===== config.mk =====
export PLATFORM = sky130hd
export DESIGN_NAME = int_cmd_in_writer
export DESIGN_NICKNAME = d
export VERILOG_FILES = /design/src/rtl/int_cmd_in_writer.sv
export SDC_FILE = /design/constraint.sdc
export NUM_CORES = 1
export LEC_CHECK = 0
export BUFFER_PORTS_ARGS = -buffer_cell sky130_fd_sc_hd__buf_2
export CAP_MARGIN = 20
export CORE_MARGIN = 8
export CORE_UTILIZATION = 45
export DETAILED_ROUTE_END_ITERATION = 12
export GPL_TIMING_DRIVEN = 0
export PLACE_DENSITY_LB_ADDON = 0.12
export SETUP_SLACK_MARGIN = 0.02
export SYNTH_ARGS = -nofsm -noshare
export SYNTH_HDL_FRONTEND = slang
export SYNTH_SLANG_ARGS = --single-unit

===== constraint.sdc =====
create_clock -name clk -period 5.3 [get_ports clk]
set_input_delay 0.53 -clock clk [delete_from_list [all_inputs] [get_ports clk]]
set_output_delay 0.53 -clock clk [all_outputs]
set_load 0.05 [all_outputs]

===== src/rtl/int_cmd_in_writer.sv =====
// Write-side controller for the internal command-in queue.
// Checks free slots, streams payload, then commits the header and notifies.
module int_cmd_in_writer #(
   parameter int         MAX_ACCS           = 16,
   parameter int         ACC_BITS           = $clog2(MAX_ACCS),
   parameter int         SUBQUEUE_BITS      = 6,
   parameter int         RETRY_CYCLES       = 16,
   parameter int         ENTRY_VALID_OFFSET = 63,
   parameter int         CMD_TYPE_L         = 0,
   parameter int         NUM_ARGS_OFFSET    = 8,
   parameter logic [3:0] EXEC_TASK_CODE     = 4'h1
) (
   input  logic                              clk,
   input  logic                              rstn,
   input  logic [63:0]                       inStream_TDATA,
   input  logic                              inStream_TVALID,
   output logic                              inStream_TREADY,
   input  logic [ACC_BITS-1:0]               inStream_TDEST,
   input  logic                              inStream_TLAST,
   output logic [SUBQUEUE_BITS+ACC_BITS-1:0] intCmdInQueue_addr,
   output logic                              intCmdInQueue_en,
   output logic                              intCmdInQueue_we,
   output logic [63:0]                       intCmdInQueue_din,
   input  logic [63:0]                       intCmdInQueue_dout,
   output logic [ACC_BITS-1:0]               sched_queue_nempty_address,
   output logic                              sched_queue_nempty_write,
   output logic                              len_err
);

   localparam int BO_W = $clog2(RETRY_CYCLES) + 1;

   typedef enum logic [2:0] {
      S_IDLE,
      S_CHECK,
      S_BACKOFF,
      S_WRITE,
      S_DRAIN,
      S_COMMIT,
      S_NOTIFY
   } state_t;

   state_t state, state_nxt;

   logic [63:0]              hdr;
   logic [ACC_BITS-1:0]      tgt;
   logic [5:0]               len;
   logic [5:0]               rd_k;
   logic                     chk_vld;
   logic [BO_W-1:0]          bo_cnt;
   logic [5:0]               wk;
   logic [SUBQUEUE_BITS-1:0] wr_ptr [MAX_ACCS];

   logic [SUBQUEUE_BITS-1:0] base;
   logic                     hs;
   logic                     rd_issue;
   logic                     slot_busy;
   logic                     chk_fail;
   logic                     chk_done;
   logic                     bo_done;
   logic                     wk_last;
   logic                     unused_dout;

   // Command length in slots: header plus argument pairs and fixed words.
   function automatic logic [5:0] cmd_len(
      input logic [3:0] ctype,
      input logic [3:0] nargs
   );
      logic [5:0] fixed;
      fixed   = (ctype == EXEC_TASK_CODE) ? 6'd3 : 6'd4;
      cmd_len = fixed + {1'b0, nargs, 1'b0};
   endfunction

   assign base        = wr_ptr[tgt];
   assign hs          = inStream_TVALID && inStream_TREADY;
   assign rd_issue    = (state == S_CHECK) && (rd_k < len);
   assign slot_busy   = intCmdInQueue_dout[ENTRY_VALID_OFFSET];
   assign chk_fail    = (state == S_CHECK) && chk_vld && slot_busy;
   assign chk_done    = (state == S_CHECK) && chk_vld && !slot_busy
                        && (rd_k == len);
   assign bo_done     = (bo_cnt == BO_W'(RETRY_CYCLES - 1));
   assign wk_last     = (wk == len - 6'd1);
   assign unused_dout = ^intCmdInQueue_dout;

   // State register.
   always_ff @(posedge clk) begin
      if (!rstn) begin
         state <= S_IDLE;
      end else begin
         state <= state_nxt;
      end
   end

   // Next-state logic.
   always_comb begin
      state_nxt = state;
      unique case (state)
         S_IDLE: begin
            if (inStream_TVALID) state_nxt = S_CHECK;
         end
         S_CHECK: begin
            if (chk_fail) begin
               state_nxt = S_BACKOFF;
            end else if (chk_done) begin
               state_nxt = S_WRITE;
            end
         end
         S_BACKOFF: begin
            if (bo_done) state_nxt = S_CHECK;
         end
         S_WRITE: begin
            if (hs) begin
               if (inStream_TLAST && wk_last) begin
                  state_nxt = S_COMMIT;
               end else if (inStream_TLAST) begin
                  state_nxt = S_IDLE;
               end else if (wk_last) begin
                  state_nxt = S_DRAIN;
               end
            end
         end
         S_DRAIN: begin
            if (hs && inStream_TLAST) state_nxt = S_IDLE;
         end
         S_COMMIT: state_nxt = S_NOTIFY;
         S_NOTIFY: state_nxt = S_IDLE;
         default:  state_nxt = S_IDLE;
      endcase
   end

   // Outputs; everything is held low while reset is asserted.
   always_comb begin
      inStream_TREADY            = 1'b0;
      intCmdInQueue_addr         = '0;
      intCmdInQueue_en           = 1'b0;
      intCmdInQueue_we           = 1'b0;
      intCmdInQueue_din          = '0;
      sched_queue_nempty_address = '0;
      sched_queue_nempty_write   = 1'b0;
      len_err                    = 1'b0;
      if (rstn) begin
         unique case (state)
            S_CHECK: begin
               intCmdInQueue_en   = rd_issue;
               intCmdInQueue_addr = {tgt, base + SUBQUEUE_BITS'(rd_k)};
            end
            S_WRITE: begin
               inStream_TREADY = 1'b1;
               if (hs && (wk != 6'd0)) begin
                  intCmdInQueue_en   = 1'b1;
                  intCmdInQueue_we   = 1'b1;
                  intCmdInQueue_addr = {tgt, base + SUBQUEUE_BITS'(wk)};
                  intCmdInQueue_din  = inStream_TDATA;
               end
               len_err = hs && (inStream_TLAST != wk_last);
            end
            S_DRAIN: begin
               inStream_TREADY = 1'b1;
            end
            S_COMMIT: begin
               intCmdInQueue_en   = 1'b1;
               intCmdInQueue_we   = 1'b1;
               intCmdInQueue_addr = {tgt, base};
               intCmdInQueue_din  = hdr;
               intCmdInQueue_din[ENTRY_VALID_OFFSET] = 1'b1;
            end
            S_NOTIFY: begin
               sched_queue_nempty_write   = 1'b1;
               sched_queue_nempty_address = tgt;
            end
            default: begin
            end
         endcase
      end
   end

   // Datapath: header latch, check/backoff/beat counters, write pointers.
   always_ff @(posedge clk) begin
      if (!rstn) begin
         hdr     <= '0;
         tgt     <= '0;
         len     <= '0;
         rd_k    <= '0;
         chk_vld <= 1'b0;
         bo_cnt  <= '0;
         wk      <= '0;
         for (int i = 0; i < MAX_ACCS; i++) begin
            wr_ptr[i] <= '0;
         end
      end else begin
         if (state == S_IDLE && inStream_TVALID) begin
            hdr <= inStream_TDATA;
            tgt <= inStream_TDEST;
            len <= cmd_len(inStream_TDATA[CMD_TYPE_L+:4],
                           inStream_TDATA[NUM_ARGS_OFFSET+:4]);
         end

         if (state != S_CHECK) begin
            rd_k    <= '0;
            chk_vld <= 1'b0;
         end else begin
            chk_vld <= rd_issue;
            if (rd_issue) rd_k <= rd_k + 6'd1;
         end

         if (state != S_BACKOFF) begin
            bo_cnt <= '0;
         end else begin
            bo_cnt <= bo_cnt + BO_W'(1);
         end

         if (state != S_WRITE) begin
            wk <= '0;
         end else if (hs) begin
            wk <= wk + 6'd1;
         end

         if (state == S_COMMIT) begin
            wr_ptr[tgt] <= base + SUBQUEUE_BITS'(len);
         end
      end
   end

endmodule

* After elaboration in Yosys (flattened, before gate mapping)
Memory sizes are Yosys's and may differ from the RTL's. A register that Yosys moved wholly into a read port is not among the register bits.
Index checks and enable logic that the tools add are counted.
** Word-level totals
- Input bits :: 136
- Register bits after elaboration :: 94
- Word-level logic and storage cells :: 98
- Bits in writable memories :: 96
- Memories kept :: 1
** Operators by class
- Reductions and logical operators :: 20
- $add $sub $neg :: 8
- Eq/ne operators :: 20
- Multiplexer cells :: 39
- Magnitude comparators :: 1
- Bitwise operators :: 1
** Memories
- wr_ptr :: depth 16, bits a word 6, rd ports 1, clocked after memory_dff 1, wr ports 16, line 51 : logic [SUBQUEUE_BITS-1:0] wr_ptr [MAX_ACCS];
** Operators by type and width (number)
- 2-to-1 mux 64 bit :: 2
- one-hot mux 64 bit (2 select lines) :: 1
- 2-to-1 mux 3 bit :: 10
- one-hot mux 10 bit (3 select lines) :: 1
- 2-to-1 mux 10 bit :: 2
- 2-to-1 mux 4 bit :: 5
- adder 6 bit :: 3
- one-hot mux 3 bit (6 select lines) :: 1
- 2-to-1 mux 1 bit :: 14
- adder 6 x 1 -> 6 bit, second input constant :: 2
- == test 6 bit :: 2
- logical AND 1 bit :: 11
- == test 3 bit, second input constant :: 3
- != test 2 bit, second input constant :: 4
- OR reduction 2 bit :: 4
- adder 3 x 5 -> 6 bit :: 1
- == test 3 x 2 -> 1 bit, second input constant :: 2
- less-than comparator 6 bit :: 1
- 2-to-1 mux 6 bit :: 1
- != test 3 x 2 -> 1 bit, second input constant :: 2
- AND reduction 6 bit :: 1
- nonzero test 6 bit :: 1
- OR reduction 6 bit :: 1
- subtractor 6 x 1 -> 6 bit, second input constant :: 1
- other kinds (13) :: 13

* Depth between registers and ports, before layout
Gate-level depths: netlist of run 1.
- Depth in word-level cells :: 9
- Mapped depth :: 15
- Gate-level depth less buffers :: 14

* Worst setup path after synthesis of run 1
Ideal clock, no wire load.
- Kind :: flip-flop to output port
- Start :: register (tool-made name)
- End :: output intCmdInQueue_addr[5]
- Data arrival time :: 3.844 ns
- Stages on the path, launching flop included :: 14
- Required time :: 4.770 ns
- Setup slack :: 0.926 ns
- Path through :: dfxtp_1 -> buf_2 -> buf_2 -> mux4_2 -> mux2_2 -> a21oi_1 -> inv_2 -> ha_1 -> a211oi_1 -> nor4bb_1 -> a2111o_1 -> nor4_1 -> mux2i_1 -> o21ai_1
** RTL lines
- end, declared :: line 20 : output logic [SUBQUEUE_BITS+ACC_BITS-1:0] intCmdInQueue_addr,

==> results of run 1 <==
[area by class of cell]
type	instances	area, um^2
clock inverter	13	156.4
fill	2055	10060
buffer	71	292.8
tap	280	350.3
clock buffer	19	464.2
antenna	4	10.01
sequential	194	4845
timing repair buffer	154	770.7
multi-input combinational	757	4841
inverter	28	105.1
[per-stage QoR]
step,setup WS (ns),util,instances,cell area (um^2)
after floorplan,0.9263,-,1051,10070
after global placement,0.3150,0.5112,1485,11190
after detailed placement,0.2904,0.5112,1485,11190
after CTS,0.1113,0.5398,1517,11820
after global routing,0.03971,0.5404,1518,11830
final,0.3173,0.5406,1520,11840
[layer usage]
metal / up-vias / track usage / routed length [um]
met2: 304 / 0.3415 / 13330
met1: 3938 / 0.2935 / 13060
li1: 4016 / - / -
met3: 40 / 0.06470 / 2418
met4: 12 / 0.05317 / 367
met5: - / 0 / 65
[critical path: cells and delay by family, from the launching register on]
family / cells / cell delay (ns)
buffers and inverters: 4 / 0.88
adder cells (fa/ha/maj): 1 / 0.30
flip-flops: 1 / 0.31
AO/OA/AOI/OAI: 4 / 1.15
multiplexers: 3 / 1.04
AND/OR/NAND/NOR: 2 / 0.32
[logic make-up after synthesis]
kind of cell | after synthesis | synth area share
AO/OA/AOI/OAI | 194 | 0.1382
XOR/XNOR | 32 | 0.02858
adder cells (fa/ha/maj) | 36 | 0.04771
buffers and inverters | 100 | 0.03926
flip-flops | 194 | 0.4811
multiplexers | 39 | 0.07381
AND/OR/NAND/NOR | 456 | 0.1914
[worst paths after layout]
path	cells past startpoint	endpoint	start	slack, ns
max	14	intCmdInQueue_addr[5]	flip-flop	0.32
min	3	hdr[47]	inStream_TDATA[47]	0.32
max reg2reg	14	wr_ptr[14][5]	flip-flop	1.09
min reg2reg	1	bo_cnt[0]	bo_cnt[0]	0.45
[layout by cell type (no fill, tap or decap), types with 9 or more instances in the layout]
| cell | synthesis | routed |
|---|---|---|
| xor2_1 | 10 | 10 |
| buf_2 | 10 | 163 |
| dfxtp_1 | 98 | 98 |
| and3_1 | 9 | 9 |
| nand3_1 | 13 | 13 |
| clkbuf_16 | 0 | 18 |
| clkbuf_1 | 57 | 56 |
| a21oi_1 | 16 | 15 |
| a22oi_1 | 63 | 63 |
| edfxtp_1 | 96 | 96 |
| o21ai_1 | 13 | 13 |
| nor2_2 | 10 | 10 |
| nand2_1 | 196 | 196 |
| nor2_1 | 176 | 176 |
| a21boi_1 | 71 | 71 |
| mux4_2 | 28 | 28 |
| xnor2_1 | 21 | 21 |
| nor2b_1 | 13 | 13 |
| ha_1 | 32 | 32 |
| inv_1 | 25 | 25 |
| mux2i_1 | 9 | 9 |
[power groups by stage]
stage          clock network (mW)  registers (mW)  logic, mW
6_report                     1.36            1.73      0.831
5_1_grt                      1.43            1.74      0.921
4_1_cts                      1.37            1.72      0.835
3_5_place_dp                    0            1.76      0.829
3_3_place_gp                    0            1.76      0.822
2_1_floorplan                   0            1.74      0.582
[registers in the layout, summed over array words and instances (netlist names), named ones only]
signal / cells
tgt: 4
state: 3
bo_cnt: 5
wr_ptr: 96
hdr: 63
wk: 6
len: 6
chk_vld: 1
rd_k: 6
[repair_timing]
| action | CTS | global route |
|---|---|---|
| endpoints found under the setup margin | 1 | 1 |
| resized for setup | 2 | 4 |
| gates cloned | 0 | 0 |
==> run summary, run 1 <==
status -> finished clean
Final HPWL DP -> 21890 um
crit-path cells -> buf_2, buf_4, mux4_2, mux2_2, a21oi_4, inv_2, ha_1, a211oi_1, nor4bb_1, a2111o_1, nor4_1, mux2i_1, o21ai_1, buf_2
TritonCTS clock tree -> yes
P_int -> 2.664 mW
layout cells sized above 1 -> 0.1982
first-pass GRT wire length -> 46600 um
FMAX -> 200.7 MHz
routed wire length -> 29240 um
Max Clock Skew -> 0.02058 ns
top cell type's share of synthesized area -> 0.2863
syn_nets -> 1223
WP data arrival -> 4.45 ns
FF+latch count, synth -> 194
RD Place Congestion -> 0.8348
critical path class -> reg2out
total power -> 3.917 mW
Hold Fails Final Rpt -> 0
mean area per synthesized cell -> 9.581 um^2
Hold/Removal Path Class -> in2reg
sequential share of the synthesized area -> 0.4811
Gate power share -> 0.212
vias in the first global route -> 8304
top-count cell post-synth -> nand2_1
peak supply drop -> 0.0002131 V
routed wire length per instance -> 19.23 um
Hold Buf Count CTS -> 0
switch share -> 0.3200
DRC -> 0
Pins Over Slew Limit -> 0
Die Height -> 165.6 um
Core ar. -> 21890 um^2
top_reg_cell synth -> dfxtp_1
main area contributors after synthesis -> edfxtp_1, dfxtp_1, nand2_1
Die X -> 165.6 um
Sw Pwr -> 1.253 mW
Max Cap Viol -> 0
Flop pwr share -> 0.442
worst-path maximum fanout -> 10
Post-synth EDFFs -> 96
Rows -> 54
Finish-stage setup viols -> 0
unrepaired setup endpoints after global routing -> no
Cells after Synth -> 1051
CP Launch Type -> flip-flop
# IOs -> 219
Layout Nets -> 1395
detailed-route via count -> 8310
clock share of power -> 0.346
Clock Path Buffers -> 2
Worst-Margin Slew -> 1.000 ns
clk slew on worst S/H paths -> 0.09 ns
Worst Setup End Kind -> output port
Final min period -> 4.983 ns
synthesized area -> 10070 um^2
Distinct cells, synth -> 55
Worst EP required -> 4.77 ns
worst skew pair latency -> 0.45 ns
Yosys top cell by area -> edfxtp_1
total grt overflow -> 0
TritonCTS buffer count -> 17
gr usage total -> 0.2188
CP dominant cell by count -> buf_2
Clock Sink Count -> 194
post-route clock period utilization -> 0.9401
leakage power -> 4.584 nW
WHS -> 0.3228 ns
die area -> 27420 um^2
post-CTS repair timing setup buffer count -> 0
Async SR Flop Fraction -> 0
P&R area growth vs syn -> 17.53%
largest net degree at the start of global routing -> 20
vias per cell -> 5.467
initial DRC count -> 730
yosys warns -> 0
CP peak stage delay -> 0.59 ns
DR pass1 iterations -> 5
clock root buffer -> clkbuf_16
Port-buffer cells -> 154
Crit-path slowest cell -> mux4_2
H-Tree Depth -> 4
Pwr Density -> 331.0 nW/um^2
starting density of the core -> 0.4600
setup TNS -> 0 ns
Slew HR -> 0.3317
Post-synth top cells -> nand2_1, nor2_1, dfxtp_1
antenna-violating nets left -> 0
initial antenna violation count -> 9
(Power assumes the default switching activity.)
==> inputs of run 2 (changes only) <==
==> constraint.sdc (replaced) <==
create_clock -name clk -period 5.3 [get_ports clk]
set_input_delay 1.06 -clock clk [delete_from_list [all_inputs] [get_ports clk]]
set_output_delay 1.06 -clock clk [all_outputs]
set_load 0.05 [all_outputs]
==> run 2 against run 1 <==
  * First-iteration DRC count rose by 5.1%
  * Routed wire length down 0.18%
  * Critical path depth stayed put
  * Combinational power increased by 1%
  * Total power rose by 0.23%
  * Clock skew grew 0.0022 ns
  * Sequential cell count unchanged
  * Largest power group unchanged
  * Via count is 0.60% higher
  * Count of clock-buffer cells in the layout stayed put
  * Core utilization is 0.25 points higher
  * Critical path type unchanged
==> run summary, run 2 (synthesized netlist as in run 1, its figures left out) <==
Top Registers -> wr_ptr (96), hdr (63)
CP peak stage delay -> 0.57 ns (-0.02 ns)
crit-path cells -> clkbuf_4, buf_8, mux4_2, mux2_2, a21oi_4, inv_2, ha_1, a211oi_2, nor4bb_1, a2111o_1, nor4b_1, mux2i_1, o21ai_1, buf_4
total grt overflow -> 0 (unchanged)
antenna-violating nets left -> 0 (unchanged)
Clock Sink Count -> 194 (unchanged)
Post-DP Area -> 11190 um^2 (unchanged)
initial antenna violation count -> 9 (unchanged)
Max Cap Viol -> 0 (unchanged)
Clock Path Buffers -> 2 (unchanged)
largest net degree at the start of global routing -> 20 (unchanged)
gr usage total -> 0.2183 (-0.0005291)
unrepaired setup endpoints after global routing -> no
Pwr Density -> 330.3 nW/um^2 (-0.22%)
post-route clock period utilization -> 0.9562 (+0.01609)
critical path class -> reg2out
clk slew on worst S/H paths -> 0.07 ns (-0.02 ns)
die area -> 27420 um^2 (unchanged)
Final HPWL DP -> 21890 um (unchanged)
leakage power -> 4.592 nW (+0.18%)
Worst Setup End Kind -> output port
Worst-Margin Slew -> 0.8096 ns (-0.1907 ns)
DR pass1 iterations -> 8 (+3)
Final Cell Area -> 11890 um^2 (+0.45%)
routed wire length -> 29180 um (-0.18%)
first-pass GRT wire length -> 46510 um (-0.19%)
TritonCTS clock tree -> yes
Crit-path slowest cell -> mux4_2
register area -> 4846 um^2 (about the same)
worst skew pair latency -> 0.45 ns (about the same)
Worst EP required -> 4.24 ns (-0.53 ns)
WP buf/inv -> 4 (unchanged)
status -> finished clean
clock root buffer -> clkbuf_16
Die X -> 165.6 um (unchanged)
Final min period -> 5.068 ns (+0.08530 ns)
final core area utilization -> 0.5431 (+0.002458)
TritonCTS buffer count -> 17 (unchanged)
initial DRC count -> 767 (+5.1%)
vias in the first global route -> 8290 (-0.17%)
multi-input logic area -> 4870 um^2 (+0.59%)
peak supply drop -> 0.0002137 V (+0.28%)
delay-heaviest family, CP -> multiplexers
H-Tree Depth -> 4 (unchanged)
total power -> 3.926 mW (+0.23%)
fin cells -> 1521 (+0.066%)
CP Launch Type -> flip-flop
Die Height -> 165.6 um (unchanged)
Pins Over Slew Limit -> 0 (unchanged)
FMAX -> 197.3 MHz (-1.7%)
commonest cells after routing, fill and taps aside -> nand2_1, nor2_1, buf_2
Max Clock Skew -> 0.02283 ns (+0.002249 ns)
Finish-stage setup viols -> 0 (unchanged)
filler cell count -> 2046 (-0.44%)
commonest non-fill, non-tap cell in the layout -> nand2_1
RD Place Congestion -> 0.8348 (unchanged)
max reg flops -> 96 (unchanged)
DRC -> 0 (unchanged)
Biggest register -> wr_ptr
P&R area growth vs syn -> 18.07%
vias per cell -> 5.496 (+0.54%)
detailed-route via count -> 8360 (+0.60%)
WP data arrival -> 4.01 ns (-0.44 ns)
worst-path maximum fanout -> 10 (unchanged)
# IOs -> 219 (unchanged)
routed wire length per instance -> 19.19 um (-0.25%)
placed cells -> 1485 (unchanged)
Hold Fails Final Rpt -> 0 (unchanged)
Rows -> 54 (unchanged)
layout cells sized above 1 -> 0.2029 (+0.004690)
Layout Nets -> 1396 (+0.072%)
starting density of the core -> 0.4600 (unchanged)
Slew HR -> 0.4603 (+0.1286)
Core ar. -> 21890 um^2 (unchanged)
Hold/Removal Path Class -> reg2reg
Port-buffer cells -> 154 (unchanged)
[run 2: path summary, 6_finish.rpt]
kind / from / end / slack (ns) / cells past startpoint
min: bo_cnt[0] / bo_cnt[0] / 0.45 / 1
max: flip-flop / intCmdInQueue_addr[5] / 0.23 / 14
min reg2reg: bo_cnt[0] / bo_cnt[0] / 0.45 / 1
max reg2reg: flip-flop / wr_ptr[11][5] / 1.29 / 14
[run 2: what timing repair did]
action                                  CTS  global route
hold buffers                              0             0
endpoints found under the setup margin    5             8
buffers inserted                          0             1
pin swaps                                 0             1
endpoints found under the hold margin     0             0
resized for setup                         9             7
[run 2: layout make-up]
cell class / count / share of cell area
plain buffers: 71 / 0.02578
multi-input cells: 757 / 0.4096
clock buffers: 19 / 0.03904
repair buffers: 155 / 0.06567
clock inverters: 13 / 0.01316
diodes: 4 / 0.0008419
flip-flops and latches: 194 / 0.4076
well taps: 280 / 0.02947
inverters: 28 / 0.008840
[run 2: worst register-to-register path, cell delays in order (launching register included)]
cell      delay [ns]
dfxtp_1         0.31
clkbuf_4        0.21
buf_8           0.20
mux4_2          0.57
mux2_2          0.33
a21oi_4         0.20
inv_2           0.09
ha_1            0.27
a21oi_1         0.22
o211ai_1        0.13
a21oi_1         0.23
xnor2_2         0.09
xnor2_1         0.60
buf_6           0.27
nor2_2          0.05
[run 2: per-layer routing]
| metal | vias up | GRT usage | share of wire |
|---|---|---|---|
| met4 | 12 | 0.05154 | 0.011 |
| li1 | 4023 | - | - |
| met5 | - | 0 | 0.0022 |
| met1 | 3988 | 0.2919 | 0.45 |
| met2 | 301 | 0.3422 | 0.46 |
| met3 | 36 | 0.06470 | 0.083 |
[run 2: per-stage QoR]
stage | worst slack, ns | setup TNS, ns | hold slack (ns)
finish | 0.2320 | 0 | 0.4491
global route | 0.02154 | 0 | 0.4724
CTS | 0.02711 | 0 | 0.4522
detailed placement | -0.2396 | -0.2396 | 0.4419
global placement | -0.2150 | -0.2150 | 0.4311
floorplan | 0.3963 | 0 | 0.4175
[run 2: report_power, final]
| group | switching, mW | total [mW] | internal [mW] |
|---|---|---|---|
| clock network | 0.640 | 1.36 | 0.715 |
| registers | 0.0623 | 1.73 | 1.67 |
| logic | 0.553 | 0.841 | 0.288 |
| total | 1.26 | 3.93 | 2.67 |
